===== src/rtl/alu_seq.sv =====
// Sequential ALU: single-cycle arithmetic/logic ops plus iterative unsigned
// multiply and restoring divide, fronted by a start/done handshake.
module alu_seq #(
  parameter int WIDTH = 8
) (
  input  logic             clk,
  input  logic             reset,
  input  logic             start,
  input  logic [3:0]       op,
  input  logic [WIDTH-1:0] A,
  input  logic [WIDTH-1:0] B,
  output logic [WIDTH-1:0] result,
  output logic [WIDTH-1:0] result_hi,
  output logic             zero,
  output logic             cout,
  output logic             ovf,
  output logic             div_by_zero,
  output logic             busy,
  output logic             done
);

  localparam int CW = $clog2(WIDTH);

  localparam logic [3:0] OP_ADD  = 4'b0000;
  localparam logic [3:0] OP_SLTU = 4'b0001;
  localparam logic [3:0] OP_SUB  = 4'b0010;
  localparam logic [3:0] OP_SLT  = 4'b0011;
  localparam logic [3:0] OP_AND  = 4'b0100;
  localparam logic [3:0] OP_OR   = 4'b0101;
  localparam logic [3:0] OP_XOR  = 4'b0110;
  localparam logic [3:0] OP_NOR  = 4'b0111;
  localparam logic [3:0] OP_MULU = 4'b1000;
  localparam logic [3:0] OP_DIVU = 4'b1001;

  typedef enum logic {IDLE, RUN} state_t;

  state_t state, state_nxt;

  logic [CW-1:0]    count;
  logic             is_div;
  logic [WIDTH-1:0] operand;
  logic [WIDTH-1:0] acc_hi;
  logic [WIDTH-1:0] acc_lo;

  logic             accept_sc;
  logic             accept_mc;
  logic             finish;

  logic [WIDTH:0]   add_full;
  logic [WIDTH:0]   sub_full;
  logic [WIDTH-1:0] sc_result;
  logic             sc_cout;
  logic             sc_ovf;

  logic [WIDTH:0]   mul_sum;
  logic [WIDTH:0]   div_shift;
  logic [WIDTH:0]   div_trial;
  logic [WIDTH-1:0] hi_nxt;
  logic [WIDTH-1:0] lo_nxt;

  assign busy = (state == RUN);

  // Combinational result of every single-cycle op, registered on accept
  always_comb begin
    add_full  = {1'b0, A} + {1'b0, B};
    sub_full  = {1'b0, A} + {1'b0, ~B} + (WIDTH+1)'(1);
    sc_result = '0;
    sc_cout   = 1'b0;
    sc_ovf    = 1'b0;
    case (op)
      OP_ADD: begin
        sc_result = add_full[WIDTH-1:0];
        sc_cout   = add_full[WIDTH];
        sc_ovf    = (A[WIDTH-1] == B[WIDTH-1]) && (add_full[WIDTH-1] != A[WIDTH-1]);
      end
      OP_SUB: begin
        sc_result = sub_full[WIDTH-1:0];
        sc_cout   = sub_full[WIDTH];
        sc_ovf    = (A[WIDTH-1] != B[WIDTH-1]) && (sub_full[WIDTH-1] != A[WIDTH-1]);
      end
      OP_SLTU: sc_result = {{(WIDTH-1){1'b0}}, (A < B)};
      OP_SLT:  sc_result = {{(WIDTH-1){1'b0}}, ($signed(A) < $signed(B))};
      OP_AND:  sc_result = A & B;
      OP_OR:   sc_result = A | B;
      OP_XOR:  sc_result = A ^ B;
      OP_NOR:  sc_result = ~(A | B);
      default: sc_result = '0;
    endcase
  end

  // One multiply or divide step; acc_hi/acc_lo hold product or remainder/quotient
  always_comb begin
    mul_sum   = {1'b0, acc_hi} + (acc_lo[0] ? {1'b0, operand} : '0);
    div_shift = {acc_hi, acc_lo[WIDTH-1]};
    div_trial = div_shift - {1'b0, operand};
    hi_nxt    = mul_sum[WIDTH:1];
    lo_nxt    = {mul_sum[0], acc_lo[WIDTH-1:1]};
    if (is_div) begin
      if (!div_trial[WIDTH]) begin
        hi_nxt = div_trial[WIDTH-1:0];
        lo_nxt = {acc_lo[WIDTH-2:0], 1'b1};
      end else begin
        hi_nxt = div_shift[WIDTH-1:0];
        lo_nxt = {acc_lo[WIDTH-2:0], 1'b0};
      end
    end
  end

  always_ff @(posedge clk or posedge reset) begin
    if (reset) state <= IDLE;
    else       state <= state_nxt;
  end

  // Start is only looked at in IDLE, so requests while busy are dropped
  always_comb begin
    state_nxt = state;
    accept_sc = 1'b0;
    accept_mc = 1'b0;
    finish    = 1'b0;
    case (state)
      IDLE: begin
        if (start) begin
          if (op == OP_MULU || op == OP_DIVU) begin
            accept_mc = 1'b1;
            state_nxt = RUN;
          end else begin
            accept_sc = 1'b1;
          end
        end
      end
      RUN: begin
        if (count == CW'(WIDTH-1)) begin
          finish    = 1'b1;
          state_nxt = IDLE;
        end
      end
      default: state_nxt = IDLE;
    endcase
  end

  always_ff @(posedge clk or posedge reset) begin
    if (reset) begin
      count       <= '0;
      is_div      <= 1'b0;
      operand     <= '0;
      acc_hi      <= '0;
      acc_lo      <= '0;
      result      <= '0;
      result_hi   <= '0;
      zero        <= 1'b0;
      cout        <= 1'b0;
      ovf         <= 1'b0;
      div_by_zero <= 1'b0;
      done        <= 1'b0;
    end else begin
      done <= 1'b0;
      if (accept_sc) begin
        result      <= sc_result;
        result_hi   <= '0;
        zero        <= (sc_result == '0);
        cout        <= sc_cout;
        ovf         <= sc_ovf;
        div_by_zero <= 1'b0;
        done        <= 1'b1;
      end
      // Multiply keeps A as the addend and shifts B out; divide shifts A into the remainder
      if (accept_mc) begin
        is_div  <= (op == OP_DIVU);
        operand <= (op == OP_MULU) ? A : B;
        acc_lo  <= (op == OP_MULU) ? B : A;
        acc_hi  <= '0;
        count   <= '0;
      end
      if (state == RUN) begin
        acc_hi <= hi_nxt;
        acc_lo <= lo_nxt;
        count  <= count + CW'(1);
      end
      if (finish) begin
        result      <= lo_nxt;
        result_hi   <= hi_nxt;
        zero        <= (lo_nxt == '0);
        cout        <= 1'b0;
        ovf         <= 1'b0;
        div_by_zero <= is_div && (operand == '0);
        done        <= 1'b1;
      end
    end
  end

endmodule


===== config.mk =====
export PLATFORM = sky130hd
export DESIGN_NAME = alu_seq
export DESIGN_NICKNAME = d
export VERILOG_FILES = /design/src/rtl/alu_seq.sv
export SDC_FILE = /design/constraint.sdc
export NUM_CORES = 1
export LEC_CHECK = 0
export BUFFER_PORTS_ARGS = -buffer_cell sky130_fd_sc_hd__buf_2
export CORE_UTILIZATION = 50
export DETAILED_ROUTE_END_ITERATION = 8
export GPL_TIMING_DRIVEN = 0
export MAX_ROUTING_LAYER = met4
export PLACE_DENSITY = 0.79
export SLEW_MARGIN = 0
export SYNTH_ARGS = -nofsm -noshare
export SYNTH_HDL_FRONTEND = slang
export SYNTH_SLANG_ARGS = --single-unit

===== constraint.sdc =====
create_clock -name clk -period 3.3 [get_ports clk]
set_clock_uncertainty 0.05 [all_clocks]
set_input_delay 0.165 -clock clk [delete_from_list [all_inputs] [get_ports clk]]
set_output_delay 0.165 -clock clk [all_outputs]
set_load 0.05 [all_outputs]

==> out/qor.yml <==
outcome:
  status: "complete, no violations"
drt:
  first_iter_violations: 264
  first_pass_iters: 5
  routed_wl_um: 13000
  viasPerCell: 6.28
  drc: 0
  ant_nets: 0
  detail_route.wl_per_cell_um: 19.0
  vias: 4310
synthesis:
  synth_edf_count: 0
  synth_top_cell_area_share_pct: 27.9
  syn_inst: 523
  yosysMostFrequentCell: "dfrtp_1"
  synth_top_area_cell: "dfrtp_1"
  yosys_register_bits: 50
  ys_top_cells_by_count: "50 x dfrtp_1, 47 x nor2_1, 44 x ha_1"
  yosysWarningCount: 0
  yosys-top-cells-area: "dfrtp_1 28%, ha_1 12%, a21oi_1 4.2%"
  ys.flop_type: "dfrtp_1"
  async_flop_share_pct: 100
  syn_avg_cell_area_um2: 8.58
  ys_types: 61
  syn_nets: 594
  seq_area_frac_synth_pct: 27.9
  synthesis.area_um2: 4490
timing:
  finalSetupViolations: 0
  layout_min_cycle_time_ns: 3.14
  rsz0062_at_grt: "no"
  finalMaxSlewViolations: 0
  slew_headroom_pct: 26.2
  fmax_mhz: 319
  timing.final.hold_violations: 0
  worst_pin_slew_ns: 1.10
  fin_setup_tns_ns: 0
  hold_ws_ns: 0.147
  period_share_pct: 95.1
job:
  timing.max_cap.violations: 0
setup_path:
  reg2reg_from: "acc_lo[7]$_DFFE_PP0P_"
  arrival_ns: 3.28
  startpoint_type: "register"
  crit_start: "acc_lo[7]$_DFFE_PP0P_"
  reg2reg_slack_ns: 0.16
  path_class: "register to register"
  critPathRequiredTime_ns: 3.44
  cp_max_fo: 5
  reg2reg_depth: 12
  cp-end-kind: "register"
  timing.rr.end: "zero$_DFFE_PP0P_"
  crit_end: "zero$_DFFE_PP0P_"
clock_network:
  cts.htree.levels: 2
  cts.clk_slew.worst_paths_ns: 0.10
  cts.sink_count: 50
  cts_buffers: 5
  cts_tree: "yes"
  clockRootBuffer: "clkbuf_8"
  clock_path_buffers: 2
  clock_latency_ns: 0.32
global_routing:
  use_met1_pct: 35.8
  grt_pass1_wl_um: 21300
  antenna_found_initial: 0
  busiest_layer: "met2"
  grt_overflow: 0
  grt.total_usage_pct: 29.0
  grt_pass1_vias: 4226
  grt_max_degree: 41
  grtUsageMet3_pct: 3.47
  use_met2_pct: 46.0
cells_and_area:
  num-fill-cells: 796
  drive_gt1_share_pct: 14.2
  diodes: 0
  final_nets: 648
  design_area_um2: 4990
  area_delta_synth_final_pct: 11.3
die:
  rows: 34
  pin_count: 45
  core_area_um2: 8720
  fp.dieH_um: 96.7
  fp.dieW_um: 96.7
  initial_core_util_pct: 51.4
  die-area_um2: 9350
placement:
  dp_hpwl_um: 10100
  place_congestion: 0.945
  portBuffers: 42
  placed_area_um2: 4850
worst_hold_path:
  hold_path.class: "input port to register"
pwr:
  peakVddDrop_mv: 0.575
  power_density_nw_per_um2: 863
  leakage_nw: 2.34
[power breakdown]
group | switching [mW] | total (mW) | internal [mW]
Combinational | 1.72 | 2.83 | 1.11
Sequential | 0.217 | 1.08 | 0.863
Clock | 0.241 | 0.399 | 0.158
[registers in the layout, indices dropped and copies added, names as in the netlist, 3 cells and up]
| register | cells |
|---|---|
| acc_lo | 8 |
| result_hi | 8 |
| count | 3 |
| result | 8 |
| operand | 8 |
| acc_hi | 8 |
[routing by layer]
layer,up-vias,part of all wire (%)
met2,164,47
met5,-,0
li1,2005,-
met4,0,6.1
met3,64,4.4
met1,2077,42
[cell families (layout without fill, tap and decap cells)]
family / Yosys count / in the layout / synth area share, %
multiplexers: 21 / 21 / 4.77
buffers and inverters: 62 / 117 / 6.22
flip-flops: 50 / 50 / 27.9
AO/OA/AOI/OAI: 158 / 158 / 24.5
XOR/XNOR: 22 / 22 / 4.30
AND/OR/NAND/NOR: 162 / 162 / 18.2
adder cells (fa/ha/maj): 48 / 48 / 14.1
[layout by cell type, fill, tap and decap left out, types with 4 or more instances in the layout]
cell	Yosys	layout
dfrtp_1	50	50
nor2_1	47	47
buf_2	4	45
ha_1	44	44
nand2_1	41	41
a21oi_1	38	38
inv_1	34	33
o21ai_0	27	27
mux2i_1	18	18
clkbuf_1	16	16
nor2b_1	14	14
nor3_1	14	14
a211oi_1	13	12
xnor2_1	12	12
and2_1	10	10
xor2_1	10	10
o221ai_1	10	10
nand3_1	9	9
o21bai_1	7	7
o211ai_1	6	6
a22o_1	6	6
buf_6	5	5
o31ai_1	5	5
clkbuf_8	0	5
nor4b_2	4	4
or2_2	4	4
a31oi_1	4	4
a221o_1	4	4
o21a_1	4	4
buf_4	1	4
a32o_1	4	4
a22oi_1	4	4
o2bb2ai_1	4	4
fa_1	4	4
[stage by stage]
| stage | util (%) | total power, mW | setup slack (ns) | instances |
|---|---|---|---|---|
| global route | 57.2 | 4.62 | 0.00985 | 686 |
| CTS | 56.9 | 4.16 | 0.102 | 683 |
| finish | 57.2 | 4.31 | 0.161 | 686 |
| floorplan | - | 3.09 | 0.582 | 523 |
| global placement | 55.4 | 3.68 | 0.208 | 673 |
| detailed placement | 55.6 | 3.75 | 0.142 | 674 |
[layout make-up]
cell class,instances,area [um2],area share (%)
clock buffers,5,68.8,1.38
inverters,35,131,2.63
multi-input cells,411,2960,59.3
repair buffers,47,267,5.34
flip-flops and latches,50,1250,25.1
clock inverters,3,28.8,0.576
plain buffers,27,150,3.01
well taps,108,135,2.71
[how the worst min path moves through the flow]
stage | startpoint | to | slack, ns | cells past startpoint
2_1_floorplan | A[2] | operand[2]$_DFFE_PP0P_ | 0.30 | 2
3_3_place_gp | result[1]$_DFFE_PP0P_ | result[1]$_DFFE_PP0P_ | 0.42 | 2
3_5_place_dp | reset | done$_DFF_PP0_ | 0.07 | 2
4_1_cts | A[0] | operand[0]$_DFFE_PP0P_ | 0.14 | 3
5_1_grt | B[6] | acc_lo[6]$_DFFE_PP0P_ | 0.16 | 3
6_report | A[0] | operand[0]$_DFFE_PP0P_ | 0.15 | 3
[worst max-delay path, cell delays in order (launching register included)]
cell             delay [ns]
dfrtp_1                0.43
inv_1                  0.10
ha_1                   0.19
inv_1                  0.07
fa_1                   0.40
a21oi_1                0.22
o211ai_1               0.19
o31ai_1                0.32
xnor2_1                0.25
clkdlybuf4s15_2        0.32
mux2i_1                0.17
a22oi_1                0.22
o31ai_2                0.10
[timing repair]
| item | CTS | global route |
|---|---|---|
| hold buffers | 1 | 0 |
| setup buffers | 0 | 2 |
| endpoints found under the hold margin | 10 | 0 |
| setup endpoints to repair | 0 | 11 |
| resized for setup | 0 | 3 |
No activity file was read; power rests on OpenSTA's default activity.
